### config.mk
export PLATFORM = sky130hd
export DESIGN_NAME = load_store_unit
export DESIGN_NICKNAME = d
export VERILOG_FILES = /design/src/rtl/load_store_unit.sv
export SDC_FILE = /design/constraint.sdc
export NUM_CORES = 1
export LEC_CHECK = 0
export ABC_AREA = 0
export ABC_CLOCK_PERIOD_IN_PS = 2360
export BUFFER_PORTS_ARGS = -buffer_cell sky130_fd_sc_hd__buf_4
export CORE_MARGIN = 1.5
export CORE_UTILIZATION = 49
export DETAILED_ROUTE_END_ITERATION = 7
export PLACE_DENSITY = 0.92
export REMOVE_ABC_BUFFERS = 1
export SETUP_SLACK_MARGIN = 0.02
export SLEW_MARGIN = 20
export SYNTH_ARGS = -nofsm -noshare
export SYNTH_HDL_FRONTEND = slang
export SYNTH_SLANG_ARGS = --single-unit
### constraint.sdc
create_clock -name clk -period 2.36 [get_ports clk]
set_input_delay 0.236 -clock clk [delete_from_list [all_inputs] [get_ports clk]]
set_output_delay 0.236 -clock clk [all_outputs]
set_load 0.05 [all_outputs]
### src/rtl/load_store_unit.sv
// load_store_unit: data-memory access stage.
// Issues aligned, byte-enabled req/ack accesses and extends load data.
module load_store_unit (
    input  logic        clk,
    input  logic        rst_n,
    input  logic        MemRead,
    input  logic        MemWrite,
    input  logic [2:0]  funct3,
    input  logic [31:0] ALUResult,
    input  logic [31:0] WriteData,
    output logic [31:0] RD,
    output logic        Stall,
    output logic        MisalignedFault,
    output logic        mem_req,
    output logic        mem_we,
    output logic [31:0] mem_addr,
    output logic [3:0]  mem_be,
    output logic [31:0] mem_wdata,
    input  logic        mem_ack,
    input  logic [31:0] mem_rdata
);

    typedef enum logic [1:0] {
        IDLE,
        REQ,
        DONE,
        FAULT
    } state_t;

    state_t      state;
    logic [2:0]  lat_f3;
    logic [1:0]  lat_off;
    logic        access;
    logic        illegal;
    logic [3:0]  be_next;
    logic [31:0] wdata_next;
    logic [7:0]  ld_byte;
    logic [15:0] ld_half;
    logic [31:0] ld_data;

    assign access = MemRead | MemWrite;

    // Stall covers the issuing IDLE cycle and every REQ cycle.
    assign Stall = ((state == IDLE) & access) | (state == REQ);

    // Decode size into lane enables and replicated store data; flag illegal accesses.
    always_comb begin
        illegal    = MemRead & MemWrite;
        be_next    = 4'b0000;
        wdata_next = WriteData;
        case (funct3)
            3'b000, 3'b100: begin
                be_next    = 4'b0001 << ALUResult[1:0];
                wdata_next = {4{WriteData[7:0]}};
            end
            3'b001, 3'b101: begin
                be_next    = ALUResult[1] ? 4'b1100 : 4'b0011;
                wdata_next = {2{WriteData[15:0]}};
                if (ALUResult[0]) illegal = 1'b1;
            end
            3'b010: begin
                be_next = 4'b1111;
                if (ALUResult[1:0] != 2'b00) illegal = 1'b1;
            end
            default: illegal = 1'b1;
        endcase
        // Unsigned variants exist only for loads.
        if (MemWrite && funct3[2]) illegal = 1'b1;
    end

    // Select the addressed lane of the read word and extend it.
    always_comb begin
        case (lat_off)
            2'd0:    ld_byte = mem_rdata[7:0];
            2'd1:    ld_byte = mem_rdata[15:8];
            2'd2:    ld_byte = mem_rdata[23:16];
            default: ld_byte = mem_rdata[31:24];
        endcase
        ld_half = lat_off[1] ? mem_rdata[31:16] : mem_rdata[15:0];
        case (lat_f3)
            3'b000:  ld_data = {{24{ld_byte[7]}}, ld_byte};
            3'b001:  ld_data = {{16{ld_half[15]}}, ld_half};
            3'b100:  ld_data = {24'd0, ld_byte};
            3'b101:  ld_data = {16'd0, ld_half};
            default: ld_data = mem_rdata;
        endcase
    end

    // Access FSM with registered memory-port outputs.
    always_ff @(posedge clk or negedge rst_n) begin
        if (!rst_n) begin
            state           <= IDLE;
            RD              <= 32'd0;
            MisalignedFault <= 1'b0;
            mem_req         <= 1'b0;
            mem_we          <= 1'b0;
            mem_addr        <= 32'd0;
            mem_be          <= 4'd0;
            mem_wdata       <= 32'd0;
            lat_f3          <= 3'd0;
            lat_off         <= 2'd0;
        end else begin
            case (state)
                IDLE: begin
                    if (access && illegal) begin
                        MisalignedFault <= 1'b1;
                        state           <= FAULT;
                    end else if (access) begin
                        mem_req   <= 1'b1;
                        mem_we    <= MemWrite;
                        mem_addr  <= {ALUResult[31:2], 2'b00};
                        mem_be    <= be_next;
                        mem_wdata <= wdata_next;
                        lat_f3    <= funct3;
                        lat_off   <= ALUResult[1:0];
                        state     <= REQ;
                    end
                end
                REQ: begin
                    if (mem_ack) begin
                        mem_req <= 1'b0;
                        mem_be  <= 4'd0;
                        if (!mem_we) RD <= ld_data;
                        state   <= DONE;
                    end
                end
                DONE: begin
                    state <= IDLE;
                end
                default: begin
                    MisalignedFault <= 1'b0;
                    state           <= IDLE;
                end
            endcase
        end
    end

endmodule

Word level (Yosys, flattened, before mapping):

Cells that the tools add are included.

* eq/ne operators: 16
* shifts and indexed selects: 1
* multiplexer cells: 24
* bitwise operators: 7
* reductions and logical operators: 16

Operators by type and width (count)
* one-hot mux 32 bit (4 select lines): 1
* one-hot mux 32 bit (2 select lines): 1
* one-hot mux 8 bit (3 select lines): 1
* two-way mux 16 bit: 1
* two-way mux 4 bit: 4
* == test 3 bit, second input constant: 4
* one-hot mux 4 bit (3 select lines): 1
* one-hot mux 4 bit (2 select lines): 1
* two-way mux 1 bit: 7
* == test 3 x 1 -> 1 bit, second input constant: 2
* zero test 3 bit: 2
* two-way mux 2 bit: 3
* inequality test 2 bit, second input constant: 3
* AND reduction 3 bit: 2
* OR reduction 2 bit: 3
* == test 2 x 1 -> 1 bit, second input constant: 2
* == test 2 bit, second input constant: 2
* zero test 2 bit: 2
* one-hot mux 1 bit (2 select lines): 2
* one-hot mux 2 bit (2 select lines): 1
* AND reduction 2 bit: 2
* AND reduction 4 bit: 1
* nonzero test 2 bit: 2
* << shifter 1 x 2 -> 4 bit, first input constant: 1
* 8 further kinds: 13

* register bits after elaboration: 108
* input port bits: 104
* output and inout port bits: 104

Longest topological paths before layout:

Gate-level depths: netlist of the first run.

* depth after elaboration: 7
* mapped depth: 9

Worst setup path after synthesis of the first run:

OpenSTA, ideal clock, no wires.

* kind: register to register
* from: register mem_we
* to: register RD[16]
* library setup time: 77 ps
* arrival: 1699 ps
* data required time: 2283 ps
* path slack: 585 ps
* cell stages (with the launch flop): 6
* path buffers: 1
* period minus slack after synthesis: 1775 ps
* path through: dfrtp_1 -> nand3b_1 -> nor3_2 -> buf_2 -> a21oi_1 -> o21ai_1

* longest elaborated chain between the ends: 2

Ends and longest elaborated chain
* start, declared: line 15 `output logic mem_we,`
* start signal, assigned: line 110 `mem_we <= MemWrite;`
* inverter 1 bit (no line)
* AND reduction 3 bit (no line)
* end signal, assigned: line 123 `if (!mem_we) RD <= ld_data;`
* end, declared: line 11 `output logic [31:0] RD,`

Every way passes these cells.
A chain may end at the register's enable or synchronous reset.

Final worst setup path of the first run:

* from: register lat_f3[0]
* to: register RD[2]

* longest elaborated chain between the ends: 2

Ends and longest elaborated chain
* start, declared: line 31 `logic [2:0] lat_f3;`
* start signal, assigned: line 114 `lat_f3 <= funct3;`
* == test 3 bit (tied with other cells): line 80 `case (lat_f3)`
* one-hot mux 32 bit (4 select lines) *: line 80

Every way passes the cells marked *; elsewhere a longest branch is shown, timed or not.

==> flow_summary_export.csv, run 1 <==
group,metric,value,unit
run_status,outcome,"finished, final reports clean",
grt,grt_max_degree,67,
synth,synth_top_family_by_area,"multiplexers",
worst_setup_path,cp_data_arrival_time,2.23,ns
hold_path,hp-class,"primary input to flop",
final_layout,final_cell_mix,"buf_4 (217), dfrtp_1 (108), o21ai_0 (57)",
power,p_per_area,1620,mW/mm^2
placed_design,dpl.cell_count,799,
floorplanning,dieArea,0.0114,sq mm
clocking,clk_latency,0.37,ns
synth,synth_compound_area_share,15.8,%
grt,grt_util_met3,5.96,%
grt,antenna_found_initial,0,
hold_path,hold_path_end,"mem_addr[17]$_DFFE_PN0P_",
synth,synth-adder-area-share,0.476,%
worst_setup_path,reg2reg_setup_slack,0.40,ns
sta,setup_viol,0,
worst_setup_path,critPathKind,"flop to flop",
floorplanning,die_x,107,um
hold_path,hold_start,"ALUResult[17]",
grt,grt_usage,26.1,%
grt,grt_overflow,0,
clocking,clockBufferDepth,2,
placed_design,place_hpwl,10900,um
sta,slew_violations,0,
grt,grt-busiest-layer,"met2",
sta,fmax,0.511,GHz
worst_setup_path,crit_path_end_kind,"flop",
grt,grt_pass1_vias,4766,
power,leakage,3.44,nW
clocking,cts_buffers,9,
clocking,clkSlewWorstSetupHoldPaths,0.11,ns
routing,vias_per_cell,5.59,
floorplanning,fp-row-count,37,
final_layout,area.growth.synth_to_final,36.0,%
worst_setup_path,worstRegToRegCells,4,
synth,ys.flop_type,"dfrtp_1",
routing,first_pass_iters,5,
final_layout,layout.nets,781,
sta,tightest_slew,0.605,ns
placed_design,place_congestion,0.873,
grt,grt.met2_usage,46.2,%
clocking,clockRootBuffer,"clkbuf_8",
clocking,cts_tree,"built",
sta,fin_crit_sh,82.9,%
floorplanning,die-height,107,um
hold_path,min_path_cells,2,
synth,synthMuxAreaShare,18.1,%
synth,synth_cell_types,45,
clocking,h-tree-depth,3,
power,switchingPower,5.96,mW
synth,synth.cell_area,0.00526,sq mm
sta,rsz0062_at_grt,"no",
synth,netlist.area_leader.share,51.4,%
worst_setup_path,critPathMaxFanout,13,
worst_setup_path,r2r-start,"lat_f3[0]$_DFFE_PN0P_",
synth,synth_warnings,0,
grt,grt_util_met1,30.5,%
routing,wl_per_cell,17.8,um
power,combPwrFrac,59.2,%
sta,timing.hold.ws,0.0920,ns
final_layout,utilization,69.0,%
final_layout,final_common_cell,"buf_4",
sta,hold_viol,0,
worst_setup_path,cp-start-kind,"flop",
synth,async_flop_share,100,%
sta,skew,0.0104,ns
sta,fin_crit,1.96,ns
sta,setup_ws,0.404,ns
power,power_frac_seq,29.8,%
final_layout,instances_no_fill,816,
synth,synthSimpleGateAreaFrac,9.69,%
routing,wl,14500,um
synth,synth_cells,481,
floorplanning,initial_utilization,50.7,%
final_layout,antennaDiodeCount,0,
sta,slew-limit-headroom,59.6,%
grt,grt_pass1_wl,23400,um
floorplanning,io_pins,208,
power,p_total,11.6,mW
synth,syn-mean-instance-area,10.9,sq um
clocking,ctsResizeCount,0,
synth,yosys.area.top_type,"dfrtp_1",
worst_setup_path,worstPathRequired,2.64,ns
power,power.internal,5.59,mW
synth,synth_seq_cells,108,
placed_design,io_buffers,205,
synth,yosysSeqAreaShare,51.4,%
power,p_clk_share,10.9,%
synth,synth_edf_count,0,
routing,drt-initial-drc-count,236,
power,vdd_drop_max,1.17,mV
synth,synth_xor_xnor_area_share,0.167,%
floorplanning,core-area,0.0104,sq mm
clocking,cts_sinks,108,
worst_setup_path,reg2reg_to,"RD[2]$_DFFE_PN0P_",
routing,vias,4564,
final_layout,drive_gt1_share,43.8,%
routing,route.detailed.drc,0,
placed_design,dp_slack,0.478,ns
run,drv_cap,0,
power,swShare,51.6,%
synth,synth_area_leaders,"dfrtp_1 (51%), mux2_2 (9.4%), mux2i_1 (6.3%)",
routing,ant_nets,0,
layer usage:
layer,vias up,wire length [um],share of wire (%)
met5,-,0,0
met4,0,252,1.7
met3,19,1200,8.3
met2,242,7630,53
met1,2221,5420,37
li1,2082,-,-
final cells by class:
type | instances | area [sq um]
fill | 763 | 3220
sequential | 108 | 2700
multi-input combinational | 327 | 2340
timing repair buffer | 220 | 1680
tap | 136 | 170
clock buffer | 9 | 124
clock inverter | 7 | 98.8
inverter | 9 | 33.8
metrics by stage:
step | instance area (sq um) | TNS, ns
after detailed placement | 6920 | 0
after global routing | 7150 | 0
after global placement | 6920 | 0
after CTS | 7150 | 0
final | 7150 | 0
after floorplan | 5070 | -48.51
kinds of logic (layout without fill, tap and decap cells):
family,Yosys count,after routing
buf+inv,47,245
flops,108,108
simple gates,96,96
compound gates,141,141
mux,85,85
other cells,1,2
fa+ha+maj,2,2
xor+xnor,1,1
sequential cells by signal (all words and copies together), names as in the netlist:
register	count
mem_be	4
lat_off	2
mem_wdata	32
mem_req	1
mem_we	1
RD	32
state	2
MisalignedFault	1
lat_f3	3
mem_addr	30
power by group through the flow:
| stage | logic, mW | registers, mW | clock network [mW] |
|---|---|---|---|
| after floorplan | 1.65 | 6.34 | 0 |
| after global placement | 6.68 | 3.39 | 0 |
| after detailed placement | 6.85 | 3.45 | 0 |
| after CTS | 6.87 | 3.43 | 1.29 |
| after global routing | 7.18 | 3.55 | 1.35 |
| final | 6.84 | 3.45 | 1.26 |
worst max-delay path, stage by stage, from the launching register on:
cell and delay [ns]:
dfrtp_1 0.57, nand2b_1 0.51, a21oi_2 0.43, o21ai_0 0.14, o21ai_0 0.22
synthesized netlist by cell type, drive strengths merged (2+ instances only):
cell type / n
a21oi: 41
nand2: 40
o21ai: 68
nor2b: 11
o211ai: 18
mux2: 51
dfrtp: 108
o32ai: 4
nand2b: 10
inv: 9
ha: 2
mux2i: 33
nand3b: 10
nor3: 3
buf: 18
a211oi: 2
a21boi: 2
nor3b: 3
nor2: 16
clkbuf: 20
worst max-delay path by stage:
stage / from / endpoint / slack (ns) / cells after the start
final: lat_f3[0]$_DFFE_PN0P_ / RD[2]$_DFFE_PN0P_ / 0.40 / 4
after global routing: state[1]$_DFFE_PN0P_ / RD[21]$_DFFE_PN0P_ / 0.24 / 7
after CTS: state[0]$_DFFE_PN0P_ / Stall / 0.40 / 5
after detailed placement: state[1]$_DFFE_PN0P_ / RD[21]$_DFFE_PN0P_ / 0.48 / 7
after global placement: state[1]$_DFFE_PN0P_ / RD[13]$_DFFE_PN0P_ / 0.55 / 6
after floorplan: funct3[2] / lat_f3[0]$_DFFE_PN0P_ / -0.72 / 3
repair_timing:
item | in CTS | in global routing
setup buffers | 0 | 0
hold buffers | 1 | 0
endpoints found under the hold margin | 38 | 0
Note: power is estimated with default switching activity, not from simulation.
==> inputs of run 2 (changes only) <==
--- a/config.mk
+++ b/config.mk
@@ -6,7 +6,7 @@
 export NUM_CORES = 1
 export LEC_CHECK = 0
 export ABC_AREA = 0
-export ABC_CLOCK_PERIOD_IN_PS = 2360
+export ABC_CLOCK_PERIOD_IN_PS = 1950
 export BUFFER_PORTS_ARGS = -buffer_cell sky130_fd_sc_hd__buf_4
 export CORE_MARGIN = 1.5
 export CORE_UTILIZATION = 49
==> constraint.sdc (replaced) <==
create_clock -name clk -period 1.95 [get_ports clk]
set_input_delay 0.195 -clock clk [delete_from_list [all_inputs] [get_ports clk]]
set_output_delay 0.195 -clock clk [all_outputs]
set_load 0.05 [all_outputs]
==> run 2 against run 1 <==
  * Clock skew fell by 0.0011 ns
  * Combinational power rose by 23%
  * Sequential cell count did not move
  * Die area did not move
  * Worst setup slack got worse by 0.28 ns
  * Critical path depth rose by 2
  * Critical path type is now flop to primary output
  * Critical endpoint is now Stall
==> flow_summary_export.csv, run 2 (synthesized netlist as in run 1, its figures left out) <==
group,metric,value,unit
floorplanning,dieArea,0.0114,sq mm
floorplanning,die-height,107,um
floorplanning,io_pins,208,
sta,rsz0062_at_grt,"no",
grt,grt_max_degree,56,
final_layout,utilization,69.3,%
worst_setup_path,r2r-start,"state[1]$_DFFE_PN0P_",
grt,antenna_found_initial,0,
final_layout,reg_top3,"RD x32, mem_wdata x32, mem_addr x30",
floorplanning,die_x,107,um
final_layout,area.growth.synth_to_final,36.8,%
routing,route.detailed.drc,0,
worst_setup_path,critPathKind,"flop to primary output",
sta,setup_ws,0.125,ns
sta,slew-limit-headroom,60.8,%
power,leakage,3.46,nW
clocking,clockRootBuffer,"clkbuf_8",
sta,skew,0.00934,ns
placed_design,io_buffers,205,
final_layout,instances_no_fill,825,
worst_setup_path,cp-start-kind,"flop",
clocking,cts_tree,"built",
final_layout,final_common_cell,"buf_4",
sta,tightest_slew,0.587,ns
worst_setup_path,worstPathRequired,1.75,ns
grt,grt_pass1_vias,4800,
clocking,cts_buffers,9,
routing,ant_nets,0,
routing,first_pass_iters,6,
worst_setup_path,crit_path_end_kind,"primary output",
grt,grt_usage,26.0,%
sta,fin_crit_sh,93.6,%
worst_setup_path,critPathMaxFanout,10,
sta,hold_viol,0,
clocking,clockBufferDepth,2,
clocking,ctsResizeCount,0,
routing,vias_per_cell,5.50,
final_layout,layout.nets,790,
routing,wl_per_cell,17.6,um
worst_setup_path,crit_path_top_delay_cell,"dfrtp_1",
sta,slew_violations,0,
placed_design,dp_slack,0.227,ns
floorplanning,fp-row-count,37,
worst_setup_path,cp-startpoint,"state[0]$_DFFE_PN0P_",
placed_design,dpl.cell_count,808,
sta,tns,0,ns
grt,grt_overflow,0,
final_layout,final_cell_mix,"buf_4 (226), dfrtp_1 (108), o21ai_0 (57)",
placed_design,place_congestion,0.871,
run_status,outcome,"finished, final reports clean",
run,drv_cap,0,
power,p_total,13.9,mW
grt,grt_pass1_wl,23300,um
final_layout,nFillCells,742,
worst_setup_path,cp_data_arrival_time,1.63,ns
clocking,h-tree-depth,3,
hold_path,hp-class,"primary input to flop",
hold_path,hold_start,"ALUResult[22]",
floorplanning,core-area,0.0104,sq mm
power,p_per_area,1930,mW/mm^2
routing,wl,14500,um
sta,fin_crit,1.82,ns
power,vdd_drop_max,1.46,mV
routing,drt-initial-drc-count,241,
clocking,cts_sinks,108,
clocking,clk_latency,0.37,ns
final_layout,drive_gt1_share,44.6,%
sta,fmax,0.548,GHz
worst_setup_path,slowest_delay,0.40,ns
floorplanning,initial_utilization,50.7,%
routing,vias,4534,
placed_design,place_hpwl,11100,um
clocking,clkSlewWorstSetupHoldPaths,0.10,ns
worst_setup_path,crit_path_frequent_cell,"buf_4",
worst_setup_path,crit_chain,"inv_1, ha_1, buf_4, o21ai_0, nand2b_1, buf_4",
sta,setup_viol,0,
final_layout,antennaDiodeCount,0,
run 2: layout make-up:
class	count	area [sq um]	share of cell area (%)
tap	136	170	2.37
multi-input combinational	327	2340	32.6
inverter	9	33.8	0.470
clock buffer	12	165	2.30
clock inverter	4	30.0	0.418
timing repair buffer	229	1750	24.3
sequential	108	2700	37.6
run 2: layer usage:
metal  vias to the layer above  GRT usage [%]  share of wire (%)
met4                         0           9.52                1.9
met5                         -              0                  0
li1                       2104              -                  -
met3                        21           6.93                8.2
met2                       210           44.7                 50
met1                      2199           31.4                 40
run 2: what timing repair did:
item                      4_1_cts  5_1_grt
setup buffers                   0        0
hold endpoints to repair       35        0
hold buffers                    1        0
run 2: worst paths after layout:
| check | slack [ns] | to | cells past startpoint |
|---|---|---|---|
| max | 0.13 | Stall | 6 |
| max in group asynchronous | 0.96 | mem_wdata[30]$_DFFE_PN0P_ | 3 |
| min reg2reg | 0.49 | mem_wdata[30]$_DFFE_PN0P_ | 2 |
| min | 0.05 | mem_addr[22]$_DFFE_PN0P_ | 2 |
| max reg2reg | 0.21 | RD[20]$_DFFE_PN0P_ | 8 |
| min in group asynchronous | 0.35 | mem_wdata[3]$_DFFE_PN0P_ | 2 |
run 2: critical path: cells and delay by family, from the launching register on:
kind,cells,cell delay [ns]
AND/OR/NAND/NOR,1,0.07
adder cells (fa/ha/maj),1,0.24
flip-flops,1,0.40
AO/OA/AOI/OAI,1,0.09
buffers and inverters,3,0.47
run 2: stage by stage:
stage                     instance area, sq um  hold WS (ns)
after floorplan                           5070        -0.101
after global placement                    6990         0.205
after detailed placement                  6990         0.221
after CTS                                 7190        0.0413
after global routing                      7190        0.0289
final                                     7190        0.0538
run 2: report_power, final:
part           leakage (nW)  switching, mW  internal (mW)
Clock                0.0994          0.773          0.578
Combinational          2.05           5.65           2.77
Sequential             1.31          0.750           3.34
Total                  3.46           7.17           6.68
